===== src/rtl/if_fetch_unit.sv =====
// Instruction fetch stage: PC generation, single-outstanding imem handshake, IF/ID output register.
// Optional misaligned-redirect exception enabled by defining FETCH_MISALIGN_CHK_EN.
module if_fetch_unit #(
  parameter logic [31:0] RESET_PC = 32'h0000_0000,
  parameter logic [31:0] NOP_INST = 32'h0000_0013
) (
  input  logic        clk,
  input  logic        rst_n,
  output logic        imem_req,
  output logic [31:0] imem_addr,
  input  logic        imem_gnt,
  input  logic        imem_rvalid,
  input  logic [31:0] imem_rdata,
  input  logic        redirect_valid,
  input  logic [31:0] redirect_pc,
  input  logic        stall_cs,
  output logic [31:0] inst_encoding,
  output logic [31:0] pc,
  output logic        inst_valid,
  output logic        fetch_exc
);

  localparam logic [2:0] S_IDLE  = 3'd0;
  localparam logic [2:0] S_FETCH = 3'd1;
  localparam logic [2:0] S_WAIT  = 3'd2;
  localparam logic [2:0] S_HOLD  = 3'd3;
  localparam logic [2:0] S_DRAIN = 3'd4;

  logic [2:0]  state;
  logic [31:0] fetch_pc;
  logic [31:0] req_pc;
  logic [31:0] buf_enc;
  logic [31:0] buf_pc;
  logic        exc_q;
  logic [31:0] redir_tgt;
  logic        redir_misalign;
  logic        outstanding;
  logic        ld_mem;
  logic        ld_buf;

`ifdef FETCH_MISALIGN_CHK_EN
  assign redir_tgt      = redirect_pc;
  assign redir_misalign = |redirect_pc[1:0];

  always_ff @(posedge clk or negedge rst_n) begin
    if (!rst_n) begin
      exc_q <= 1'b0;
    end else if (redirect_valid) begin
      exc_q <= redir_misalign;
    end
  end
`else
  assign redir_tgt      = {redirect_pc[31:2], 2'b00};
  assign redir_misalign = 1'b0;
  assign exc_q          = 1'b0;
`endif

  // A response is still owed by memory if we hold a grant without its data yet
  assign outstanding = ((state == S_FETCH) && imem_gnt) ||
                       (((state == S_WAIT) || (state == S_DRAIN)) && !imem_rvalid);

  assign ld_mem = (state == S_WAIT) && imem_rvalid && !stall_cs;
  assign ld_buf = (state == S_HOLD) && !stall_cs;

  assign imem_req  = (state == S_FETCH);
  assign imem_addr = fetch_pc;
  assign fetch_exc = exc_q;

  always_ff @(posedge clk or negedge rst_n) begin
    if (!rst_n) begin
      state         <= S_IDLE;
      fetch_pc      <= RESET_PC;
      inst_encoding <= NOP_INST;
      pc            <= 32'h0;
      inst_valid    <= 1'b0;
    end else if (redirect_valid) begin
      fetch_pc      <= redir_tgt;
      inst_encoding <= NOP_INST;
      if (redir_misalign) begin
        pc         <= redirect_pc;
        inst_valid <= 1'b1;
        state      <= outstanding ? S_DRAIN : S_IDLE;
      end else begin
        inst_valid <= 1'b0;
        state      <= outstanding ? S_DRAIN : S_FETCH;
      end
    end else begin
      case (state)
        S_IDLE:  if (!exc_q) state <= S_FETCH;
        S_FETCH: if (imem_gnt) state <= S_WAIT;
        S_WAIT: begin
          if (imem_rvalid) begin
            if (!stall_cs) begin
              fetch_pc <= req_pc + 32'd4;
              state    <= S_FETCH;
            end else begin
              state <= S_HOLD;
            end
          end
        end
        S_HOLD: begin
          if (!stall_cs) begin
            fetch_pc <= buf_pc + 32'd4;
            state    <= S_FETCH;
          end
        end
        S_DRAIN: if (imem_rvalid) state <= exc_q ? S_IDLE : S_FETCH;
        default: state <= S_IDLE;
      endcase

      // IF/ID register advances only when decode is not stalled
      if (!stall_cs) begin
        if (ld_mem) begin
          inst_encoding <= imem_rdata;
          pc            <= req_pc;
          inst_valid    <= 1'b1;
        end else if (ld_buf) begin
          inst_encoding <= buf_enc;
          pc            <= buf_pc;
          inst_valid    <= 1'b1;
        end else begin
          inst_encoding <= NOP_INST;
          inst_valid    <= 1'b0;
        end
      end
    end
  end

  // Request address and parked response carry no control meaning, so no reset
  always_ff @(posedge clk) begin
    if ((state == S_FETCH) && imem_gnt) begin
      req_pc <= fetch_pc;
    end
    if ((state == S_WAIT) && imem_rvalid && stall_cs && !redirect_valid) begin
      buf_enc <= imem_rdata;
      buf_pc  <= req_pc;
    end
  end

endmodule


===== config.mk =====
export PLATFORM = sky130hd
export DESIGN_NAME = if_fetch_unit
export DESIGN_NICKNAME = d
export VERILOG_FILES = /design/src/rtl/if_fetch_unit.sv
export SDC_FILE = /design/constraint.sdc
export NUM_CORES = 1
export LEC_CHECK = 0
export BUFFER_PORTS_ARGS = -buffer_cell sky130_fd_sc_hd__buf_2
export CAP_MARGIN = 25
export CELL_PAD_IN_SITES_DETAIL_PLACEMENT = 1
export CELL_PAD_IN_SITES_GLOBAL_PLACEMENT = 2
export CORE_UTILIZATION = 30
export CTS_CLUSTER_DIAMETER = 200
export DETAILED_ROUTE_END_ITERATION = 8
export GPL_TIMING_DRIVEN = 1
export PLACE_DENSITY = 0.7
export RECOVER_POWER = 25
export SETUP_SLACK_MARGIN = 0.15
export SLEW_MARGIN = 0
export SYNTH_ARGS = -nofsm -noshare
export SYNTH_HDL_FRONTEND = slang
export SYNTH_SLANG_ARGS = --single-unit

===== constraint.sdc =====
create_clock -name clk -period 4.1 [get_ports clk]
set_input_delay 0.82 -clock clk [delete_from_list [all_inputs] [get_ports clk]]
set_output_delay 0.82 -clock clk [all_outputs]
set_load 0.005 [all_outputs]

# After elaboration in Yosys (flattened, before gate mapping)
# Index checks and enable logic that the tools add are counted.
# totals
reg_bits	196
latchBits	0
ram_bits	0
romBits	0
input_bits	70
out_inout_bits	99
n_memories	0
# classes
addsub	2
n_mul	0
n_div	0
magnitude_cmp	0
n_eq_ne	10
shifts	0
mux	23
bitwise_logic	2
reduce_logical	18
# op_table
operator	count
$mux W32	10
$add A32 B3 Y32 const B	2
$pmux W32 S2	1
$mux W3	6
$pmux W3 S5	1
$ne A3 B3 Y1 const B	4
$reduce_and A4 Y1	2
$logic_and A1 B1 Y1	7
$eq A3 B2 Y1 const B	2
$mux W1	4
$eq A3 B1 Y1 const B	1
$eq A3 B3 Y1 const B	1
$logic_not A1 Y1	3
$logic_not A3 Y1	1
$ne A3 B1 Y1 const B	1
$reduce_and A3 Y1	1
$reduce_bool A3 Y1	1
$logic_or A1 B1 Y1	2
$mux W2	1
$ne A2 B2 Y1 const B	1
$not A1 Y1	2
$reduce_bool A2 Y1	1

# Logic depth before layout (Yosys ltp)
# Gate-level depths: netlist (run 1).
# logic_depth
word_depth	6
mapped_depth	16
ltp_nobuf	11

# Least setup slack after synthesis (run 1)
# OpenSTA, ideal clock, no wires.
# synth_timing
kind	input -> register
start	in redirect_valid
end	reg buf_enc[0], enable pin
setup_time_ps	486
arrival_ps	3940
t_required_ps	3614
path_slack_ps	-326
stages	4
path_buffers	1
path_cell_list	inv_1 -> clkbuf_1 -> nand2_1 -> nor2_1
# synth_between
elab_chain_cells	2
# synth_rtl
element	line	source
from (decl)	14	input logic redirect_valid,
$logic_not A1 Y1	134	if ((state == S_WAIT) && imem_rvalid && stall_cs && !redirect_valid) begin
$logic_and A1 B1 Y1	134	
to (signal assigned)	135	buf_enc <= imem_rdata;
to (decl)	32	logic [31:0] buf_enc;
# No other way between the ends.
# A chain may end at the register's enable or synchronous reset.

# Worst setup path in the final report (run 1)
# layout_timing
start	reg state[2]
end	reg fetch_pc[30], in the netlist imem_addr[30]
# layout_between
elab_chain_cells	3
# layout_rtl
element	line	source
from (decl)	29	logic [2:0] state;
from (signal assigned)	82	state <= outstanding ? S_DRAIN : S_IDLE;
from (signal assigned)	85	state <= outstanding ? S_DRAIN : S_FETCH;
from (signal assigned)	107	S_DRAIN: if (imem_rvalid) state <= exc_q ? S_IDLE : S_FETCH;
$eq A3 B2 Y1	88	case (state)
$ne A3 B3 Y1 (no source line) (tied with other cells)	--	
$reduce_and A4 Y1 (no source line) or $mux W32 (tied branches)	--	
to (signal assigned)	77	fetch_pc <= redir_tgt;
to (signal assigned)	94	fetch_pc <= req_pc + 32'd4;
to (signal assigned)	103	fetch_pc <= buf_pc + 32'd4;
to (decl)	30	logic [31:0] fetch_pc;
# Several ways; a longest one is shown, not always the timed one.

==> impl_metrics.ini, run 1 <==
[cells_and_area]
post-route-util = 0.373
antenna_cells = 0
final_cell_mix = buf_2, dfrtp_1, edfxtp_1
fillers = 3216
layout.nets = 995
syn2layout_area_growth_pct = 21.3
drive_gt1_frac = 0.227
layout_commonest_cell = buf_2

[detailed_routing]
drtIter0Drc = 303
viasPerCell = 4.91
finalWirelength_um = 25100
vias = 6462
first_pass_iters = 4
ant_nets = 0
wl_per_cell_um = 19.1
drc = 0

[setup_path]
startpoint_type = flip-flop
endpoint_kind = flip-flop
cp_common_cell = nand2_1
critical_path.endpoint = imem_addr[30]
r2r_cells = 11
crit_required_ps = 4450
cp.arrival_ps = 3120
path_class = reg2reg
r2r-end = imem_addr[30]
cp_slowest_stage_delay_ps = 490
slowest_stage = dfrtp_1
r2r_slack_ps = 1330
crit_start = state[2]
path_cells = and3b_4 > nand2_1 > nand2_1 > ha_1 > nand3_1 > nor4_1 > a31oi_4 > nor2_1 > nand3b_1 > xnor2_1 > a22oi_1
r2r_start = state[2]
cp_max_fo = 10

[synth]
yosys_warnings = 0
synth_cell_types = 51
synth_top_area_cell = edfxtp_1
synth_top_cell_area_share = 0.334
postSynthAreaPerCell_um2 = 11.2
synth_seq_cells = 196
syn_inst = 769
synthesis.nets = 840
ys_seq_area_frac = 0.624
syn_area_um2 = 8640
synthTopCellsByArea = edfxtp_1, dfrtp_1, mux2i_1

[die]
die_x_um = 172
dieArea_um2 = 29500
io_pins = 169
die_height_um = 172
core-area_um2 = 28100
num_rows = 61
start_util = 0.308

[sta]
rsz0062_at_grt = false
tns_ps = 0
hold_violations = 0
clock_skew_ps = 14.1
max_freq_mhz = 361
relSlewSlack = -0.0516
fin_crit_sh = 0.676
hold_slack_ps = 466
setup_viol = 0
slew_violations = 54
tightest_slew_ps = 1580
period_minus_slack_ps = 2770

[placement]
place_congestion = 0.777
dp_hpwl_um = 16600
numPortBuffers = 165

[worst_hold_path]
hold_path_class = reg2reg

[grt]
grt_usage = 0.179
grt_pass1_wl_um = 39800
grt_pass1_vias = 6841
overflow = 0
grt_max_degree = 78
antenna_found_initial = 4

[clock_tree]
clkSlewWorstSetupHoldPaths_ps = 70
insertion_delay_ps = 450
cts.hold.buffers_added = 0
cts_root_buffer = clkbuf_16
cts_buffers = 17
clockBufferDepth = 2
cts_tree = yes
cts_resized = 0
postCtsSetupRepairBufs = 0
cts.sinks = 196
htree_levels = 4

[pwr]
power.leakage_nw = 4.40
p_per_area_nw_per_um2 = 567
ir_drop_uv = 225

[run_status]
violations = capacitance limit, slew limit
status = complete, but fails checks

[flow_run]
max_cap_violations = 1
## registers in the layout (all words and copies together) (netlist names)
signal / flops
inst_encoding: 32
buf_enc: 32
req_pc: 32
buf_pc: 32
pc: 32
inst_valid: 1
state: 3
imem_addr: 32
## routing by layer
| layer | GRT usage | vias to the layer above | wire (µm) |
|---|---|---|---|
| met4 | 0.0582 | 6 | 476 |
| li1 | - | 3088 | - |
| met2 | 0.276 | 163 | 11300 |
| met5 | 0 | - | 39 |
| met3 | 0.0518 | 31 | 1720 |
| met1 | 0.241 | 3174 | 11600 |
## synth_stat cells (all sizes together)
master   number
inv           4
a21o          2
o22ai         2
nor2         96
dfstp         3
a31oi         4
o21ai        64
and2b         1
a211oi        5
or3           5
conb          1
dfrtp        97
o221ai        3
nor4          3
clkbuf       28
nand3b        4
nor2b         1
o21a          1
o211ai        1
and3b         2
and3         11
nand2b        5
nand3        21
a2bb2oi       1
and2          1
edfxtp       96
o41ai         2
a21oi        61
a2111oi       2
mux2i        41
nand4        12
nor3         15
a22oi        37
a32oi         1
or2           1
xor2         19
buf          20
nor3b         2
xnor2        12
nand2        81
ha            1
## stage by stage
| stage | power, W | setup WS (ps) | std cells | instance area, µm² |
|---|---|---|---|---|
| after floorplan | 0.00361 | 738 | 769 | 8640 |
| after global placement | 0.00424 | 1310 | 1282 | 9880 |
| after detailed placement | 0.00428 | 1290 | 1283 | 9890 |
| after CTS | 0.00604 | 1290 | 1315 | 10500 |
| after global routing | 0.00632 | 1110 | 1315 | 10500 |
| final | 0.00594 | 1330 | 1315 | 10500 |
## area by class of cell
cell class / count / area, µm² / area share
clock buffer: 17 / 425 / 0.0406
clock inverter: 15 / 184 / 0.0176
inverter: 4 / 15.0 / 0.00143
multi-input combinational: 521 / 3040 / 0.290
sequential: 196 / 5390 / 0.514
tap: 378 / 473 / 0.0451
timing repair buffer: 184 / 953 / 0.0910
## how the worst min path moves through the flow
stage          startpoint         end  slack, ps  cells past startpoint
6_report       req_pc[31]  buf_pc[31]        470                      0
5_1_grt        req_pc[31]  buf_pc[31]        480                      0
4_1_cts        req_pc[31]  buf_pc[31]        470                      0
3_5_place_dp   req_pc[31]  buf_pc[31]        450                      0
3_3_place_gp   req_pc[31]  buf_pc[31]        440                      0
2_1_floorplan   req_pc[0]   buf_pc[0]        430                      0
## cells by family after synthesis
| logic type | Yosys count | synth area share |
|---|---|---|
| AOI/OAI and AO/OA | 186 | 0.131 |
| xor gates and xnor gates | 31 | 0.0314 |
| adders and majority gates | 1 | 0.00145 |
| buffers and inverters | 52 | 0.0262 |
| DFF | 196 | 0.624 |
| muxes | 41 | 0.0475 |
| other | 1 | 0.000434 |
| and+or+nand+nor | 261 | 0.139 |
## where the power goes
group          switching (W)  internal, W
Clock               0.000860     0.000880
Sequential          0.000274      0.00248
Combinational       0.000860     0.000580
Total                0.00199      0.00394
## critical path: cells and delay by family (launching register included)
| family | cells | cell delay (ps) |
|---|---|---|
| xor+xnor | 1 | 170 |
| flops | 1 | 490 |
| compound gates | 2 | 330 |
| simple gates | 7 | 1510 |
| fa+ha+maj | 1 | 180 |
(Power assumes the default switching activity.)
==> run 2: changes to the inputs <==
--- a/config.mk
+++ b/config.mk
@@ -5,6 +5,7 @@
 export SDC_FILE = /design/constraint.sdc
 export NUM_CORES = 1
 export LEC_CHECK = 0
+export ABC_AREA = 1
 export BUFFER_PORTS_ARGS = -buffer_cell sky130_fd_sc_hd__buf_2
 export CAP_MARGIN = 25
 export CELL_PAD_IN_SITES_DETAIL_PLACEMENT = 1
==> constraint.sdc (replaced) <==
create_clock -name clk -period 2.85 [get_ports clk]
set_input_delay 0.57 -clock clk [delete_from_list [all_inputs] [get_ports clk]]
set_output_delay 0.57 -clock clk [all_outputs]
set_load 0.005 [all_outputs]
==> impl_metrics.ini, run 2 <==
[die]
start_util = 0.305
num_rows = 63
die_height_um = 176
dieArea_um2 = 30900
core-area_um2 = 29700
io_pins = 169
die_x_um = 176

[synth]
synth_seq_cells = 196
async_reset_ff_frac = 0.510
synth_top_area_cell = edfxtp_1
postSynthAreaPerCell_um2 = 9.48
ys_seq_area_frac = 0.594
synthesis.nets = 1027
syn_area_um2 = 9070
synth_common_cells = nand2_1, nor2_1, dfrtp_1, edfxtp_1, o21ai_0
yosys_warnings = 0
synth_flop_cell = dfrtp_1
synthTopCellsByArea = edfxtp_1, dfrtp_1, nand2_1
synth_top_cell_area_share = 0.318
synth_most_common_cell = nand2_1
synth_enable_flop_cells = 96
syn_inst = 956
synth_cell_types = 36

[grt]
grt_max_degree = 53
grt_pass1_vias = 7596
overflow = 0
grt_pass1_wl_um = 44600
grt_usage = 0.189
antenna_found_initial = 0

[sta]
clock_skew_ps = 11.9
rsz0062_at_grt = false
tightest_slew_ps = 1200
hold_violations = 0
fin_crit_sh = 0.826
slew_violations = 0
hold_slack_ps = 316
setup_viol = 0
tns_ps = 0
period_minus_slack_ps = 2350
max_freq_mhz = 425
relSlewSlack = 0.203

[setup_path]
endpoint_kind = flip-flop
r2r-end = imem_addr[0]
r2r_slack_ps = 500
r2r_start = state[1]
r2r_cells = 12
path_class = reg2reg
crit_required_ps = 3170
startpoint_type = flip-flop
cp_max_fo = 17
cp.arrival_ps = 2670

[cells_and_area]
layout.nets = 1189
layout_commonest_cell = nand2_1
drive_gt1_frac = 0.225
post-route-util = 0.369
antenna_cells = 0
fillers = 3470
syn2layout_area_growth_pct = 20.8
final_cell_area_um2 = 11000
final_cell_mix = nand2_1, buf_2, dfrtp_1

[detailed_routing]
viasPerCell = 4.86
ant_nets = 0
finalWirelength_um = 28500
drtIter0Drc = 407
drc = 0
vias = 7399
wl_per_cell_um = 18.8
first_pass_iters = 4

[pwr]
p_seq_frac = 0.419
power.total_w = 0.0103
p_switching_w = 0.00401
p_comb_frac = 0.339
switching_share = 0.389
ir_drop_uv = 400
p_per_area_nw_per_um2 = 940
power.leakage_nw = 4.74
clockPowerShare = 0.242
power.internal_w = 0.00629

[clock_tree]
cts.hold.buffers_added = 0
cts_buffers = 17
cts.sinks = 196
insertion_delay_ps = 440
cts_tree = yes
postCtsSetupRepairBufs = 0
cts_root_buffer = clkbuf_16
clockBufferDepth = 2
htree_levels = 4
clkSlewWorstSetupHoldPaths_ps = 80

[worst_hold_path]
whs_path_depth = 1
hp-start = imem_rdata[6]
hold_end = buf_enc[6]
hold_path_class = in2reg

[placement]
place_congestion = 0.811
numPortBuffers = 165
placed_area_um2 = 10400
dp_hpwl_um = 19600

[flow_run]
max_cap_violations = 0

[run_status]
status = completed
==> run 2: what timing repair did <==
item	4_1_cts	5_1_grt
gates resized for setup	0	1
endpoints found under the hold margin	0	0
endpoints found under the setup margin	0	1
==> run 2: how the worst max path moves through the flow <==
stage	start	depth (start not counted)	end	slack, ps
2_1_floorplan	state[2]	7	state[0]	580
3_3_place_gp	state[1]	9	pc[23]	490
3_5_place_dp	state[1]	12	imem_addr[0]	440
4_1_cts	state[1]	12	imem_addr[0]	410
5_1_grt	state[1]	12	imem_addr[0]	220
6_report	state[1]	12	imem_addr[0]	500
==> run 2: layout make-up <==
cell class,count,area (µm²),share of cell area
multi-input cells,661,3220,0.294
flip-flops and latches,196,5390,0.492
inverters,48,180,0.0165
clock buffers,17,425,0.0388
repair buffers,194,1060,0.0971
well taps,390,488,0.0446
clock inverters,15,189,0.0173
==> run 2: kinds of logic after synthesis <==
kind of cell | synth area share
flops | 0.594
buf+inv | 0.0528
xor+xnor | 0.00483
other cells | 0.000414
simple gates | 0.239
compound gates | 0.107
fa+ha+maj | 0.00138
==> run 2: metrics by stage <==
| step | instances | setup slack (ps) |
|---|---|---|
| 5_1_grt | 1521 | 217 |
| 2_1_floorplan | 956 | 581 |
| 3_5_place_dp | 1489 | 444 |
| 4_1_cts | 1521 | 412 |
| 3_3_place_gp | 1489 | 489 |
| 6_report | 1521 | 497 |
==> run 2: power groups by stage <==
stage	Combinational [W]	Clock (W)	Sequential, W
after floorplan	0.00213	0	0.00425
after global placement	0.00347	0	0.00436
after detailed placement	0.00354	0	0.00438
after CTS	0.00356	0.00257	0.00433
after global routing	0.00393	0.00267	0.00441
final	0.00349	0.00249	0.00431
==> run 2: per-layer routing <==
| metal | GRT usage | share of wire |
|---|---|---|
| met1 | 0.267 | 0.50 |
| met5 | 0 | 0 |
| met3 | 0.0333 | 0.035 |
| met2 | 0.306 | 0.46 |
| met4 | 0.0337 | 0.0048 |
==> run 2: worst max-delay path, cell delays in order, from the launching register on <==
cell and delay, ps:
dfrtp_1 480, buf_6 240, nand3_1 150, inv_1 100
nand2_1 140, nor2_4 170, buf_4 260, inv_1 80
buf_4 220, nor2_1 120, nor2_1 50, o21ai_0 140
nand2_1 80
==> run 3: changes to the inputs <==
==> constraint.sdc (replaced) <==
create_clock -name clk -period 2.45 [get_ports clk]
set_input_delay 0.49 -clock clk [delete_from_list [all_inputs] [get_ports clk]]
set_output_delay 0.49 -clock clk [all_outputs]
set_load 0.005 [all_outputs]
==> impl_metrics.ini, run 3 (synthesized netlist as in run 2, its figures left out) <==
[placement]
numPortBuffers = 165
place_congestion = 0.818
dp_hpwl_um = 19900

[setup_path]
path_cells = inv_2 > buf_4 > nand4_1 > nand2_1 > nand2_1 > nor2_1 > buf_4 > nand2_1 > nor2_2 > nand2_1 > nand2_1 > nand3_1 > nand2_1 > nand2_1
slowest_stage = dfrtp_1
path_buf_inv = 3
crit_required_ps = 2780
endpoint_kind = flip-flop
critical_path.endpoint = imem_addr[29]
cp.arrival_ps = 2450
cp_top_family = simple AND/OR/NAND/NOR gates
r2r-end = imem_addr[29]
cp_max_fo = 11
cp_slowest_stage_delay_ps = 430
path_class = reg2reg
startpoint_type = flip-flop
r2r_cells = 14
r2r_slack_ps = 330
cp_num_cells = 14
r2r_start = state[2]
cp_common_cell = nand2_1
crit_start = state[2]

[detailed_routing]
drtIter0Drc = 336
wl_per_cell_um = 18.6
drc = 0
viasPerCell = 4.80
vias = 7356
finalWirelength_um = 28500
first_pass_iters = 6
ant_nets = 0

[die]
die_height_um = 176
start_util = 0.305
dieArea_um2 = 30900
core-area_um2 = 29700
io_pins = 169
num_rows = 63
die_x_um = 176

[grt]
grt_pass1_wl_um = 44400
grt_pass1_vias = 7563
grt_usage = 0.189
grt_max_degree = 51
overflow = 0
antenna_found_initial = 0

[sta]
hold_violations = 0
clock_skew_ps = 15.1
period_minus_slack_ps = 2120
fin_crit_sh = 0.867
tns_ps = 0
relSlewSlack = 0.283
setup_viol = 0
rsz0062_at_grt = true
tightest_slew_ps = 1080
slew_violations = 0
max_freq_mhz = 471

[cells_and_area]
fillers = 3465
drive_gt1_frac = 0.237
final_cell_mix = nand2_1, buf_2, edfxtp_1
layout_commonest_cell = nand2_1
syn2layout_area_growth_pct = 22.7
antenna_cells = 0
post-route-util = 0.374
layout.nets = 1202

[clock_tree]
clkSlewWorstSetupHoldPaths_ps = 80
cts.hold.buffers_added = 0
clockBufferDepth = 2
cts_buffers = 17
htree_levels = 4
cts.sinks = 196
cts_tree = yes
insertion_delay_ps = 430
cts_root_buffer = clkbuf_16

[pwr]
power.leakage_nw = 4.83
p_per_area_nw_per_um2 = 1100
ir_drop_uv = 580

[run_status]
status = completed

[worst_hold_path]
hold_path_class = in2async

[flow_run]
max_cap_violations = 0
[run 3: cell types whose count changed in the layout (fill, tap and decap cells not counted), sizes merged]
cell | previous run | this run
buf | 166 | 177
inv | 54 | 52
clkbuf | 45 | 50
bufinv | 1 | 3
clkinvlp | 1 | 2
clkinv | 7 | 3
[run 3: layout make-up]
| cell class | instances | area (µm²) | area share |
|---|---|---|---|
| flip-flops and latches | 196 | 5390 | 0.484 |
| multi-input cells | 661 | 3260 | 0.293 |
| repair buffers | 207 | 1200 | 0.108 |
| well taps | 390 | 488 | 0.0438 |
| clock buffers | 20 | 437 | 0.0392 |
| inverters | 48 | 180 | 0.0162 |
| clock inverters | 12 | 171 | 0.0154 |
[run 3: what timing repair did]
action / CTS / global route
gates resized for setup: 2 / 17
setup buffers: 0 / 5
pin swaps: 0 / 6
endpoints found under the setup margin: 4 / 25
[run 3: worst register-to-register path, delay by kind of cell (launching register included)]
| family | cells | cell delay (ps) |
|---|---|---|
| and+or+nand+nor | 11 | 1110 |
| DFF | 1 | 430 |
| buffers and inverters | 3 | 490 |
[run 3: report_power, final]
part,switching (W),leakage (nW),internal (W)
clock network,0.00133,0.288,0.00164
registers,0.000606,2.13,0.00441
logic,0.00267,2.42,0.00155
total,0.00461,4.83,0.00760
[run 3: how the worst min path moves through the flow]
stage | slack (ps) | end | cells past startpoint
detailed placement | 430 | buf_pc[1] | 0
global route | 230 | buf_enc[1] | 1
global placement | 420 | buf_pc[1] | 0
finish | 250 | imem_addr[30] | 1
floorplan | 190 | imem_addr[0] | 0
CTS | 50 | imem_addr[30] | 1
[run 3: metal layers]
metal | global-route usage | up-vias | share of wire
li1 | - | 3560 | -
met5 | 0 | - | 0
met4 | 0.0348 | 0 | 0.0051
met3 | 0.0249 | 7 | 0.030
met2 | 0.303 | 146 | 0.46
met1 | 0.273 | 3643 | 0.50
[run 3: through the flow]
stage	hold WS, ps	setup WS [ps]	cells	cell area [µm²]	power [W]
2_1_floorplan	194	181	956	9080	0.00742
6_report	247	327	1534	11100	0.0122
4_1_cts	46.8	181	1529	11100	0.0123
3_5_place_dp	435	118	1497	10400	0.00927
3_3_place_gp	424	150	1497	10400	0.00920
5_1_grt	231	129	1534	11100	0.0131
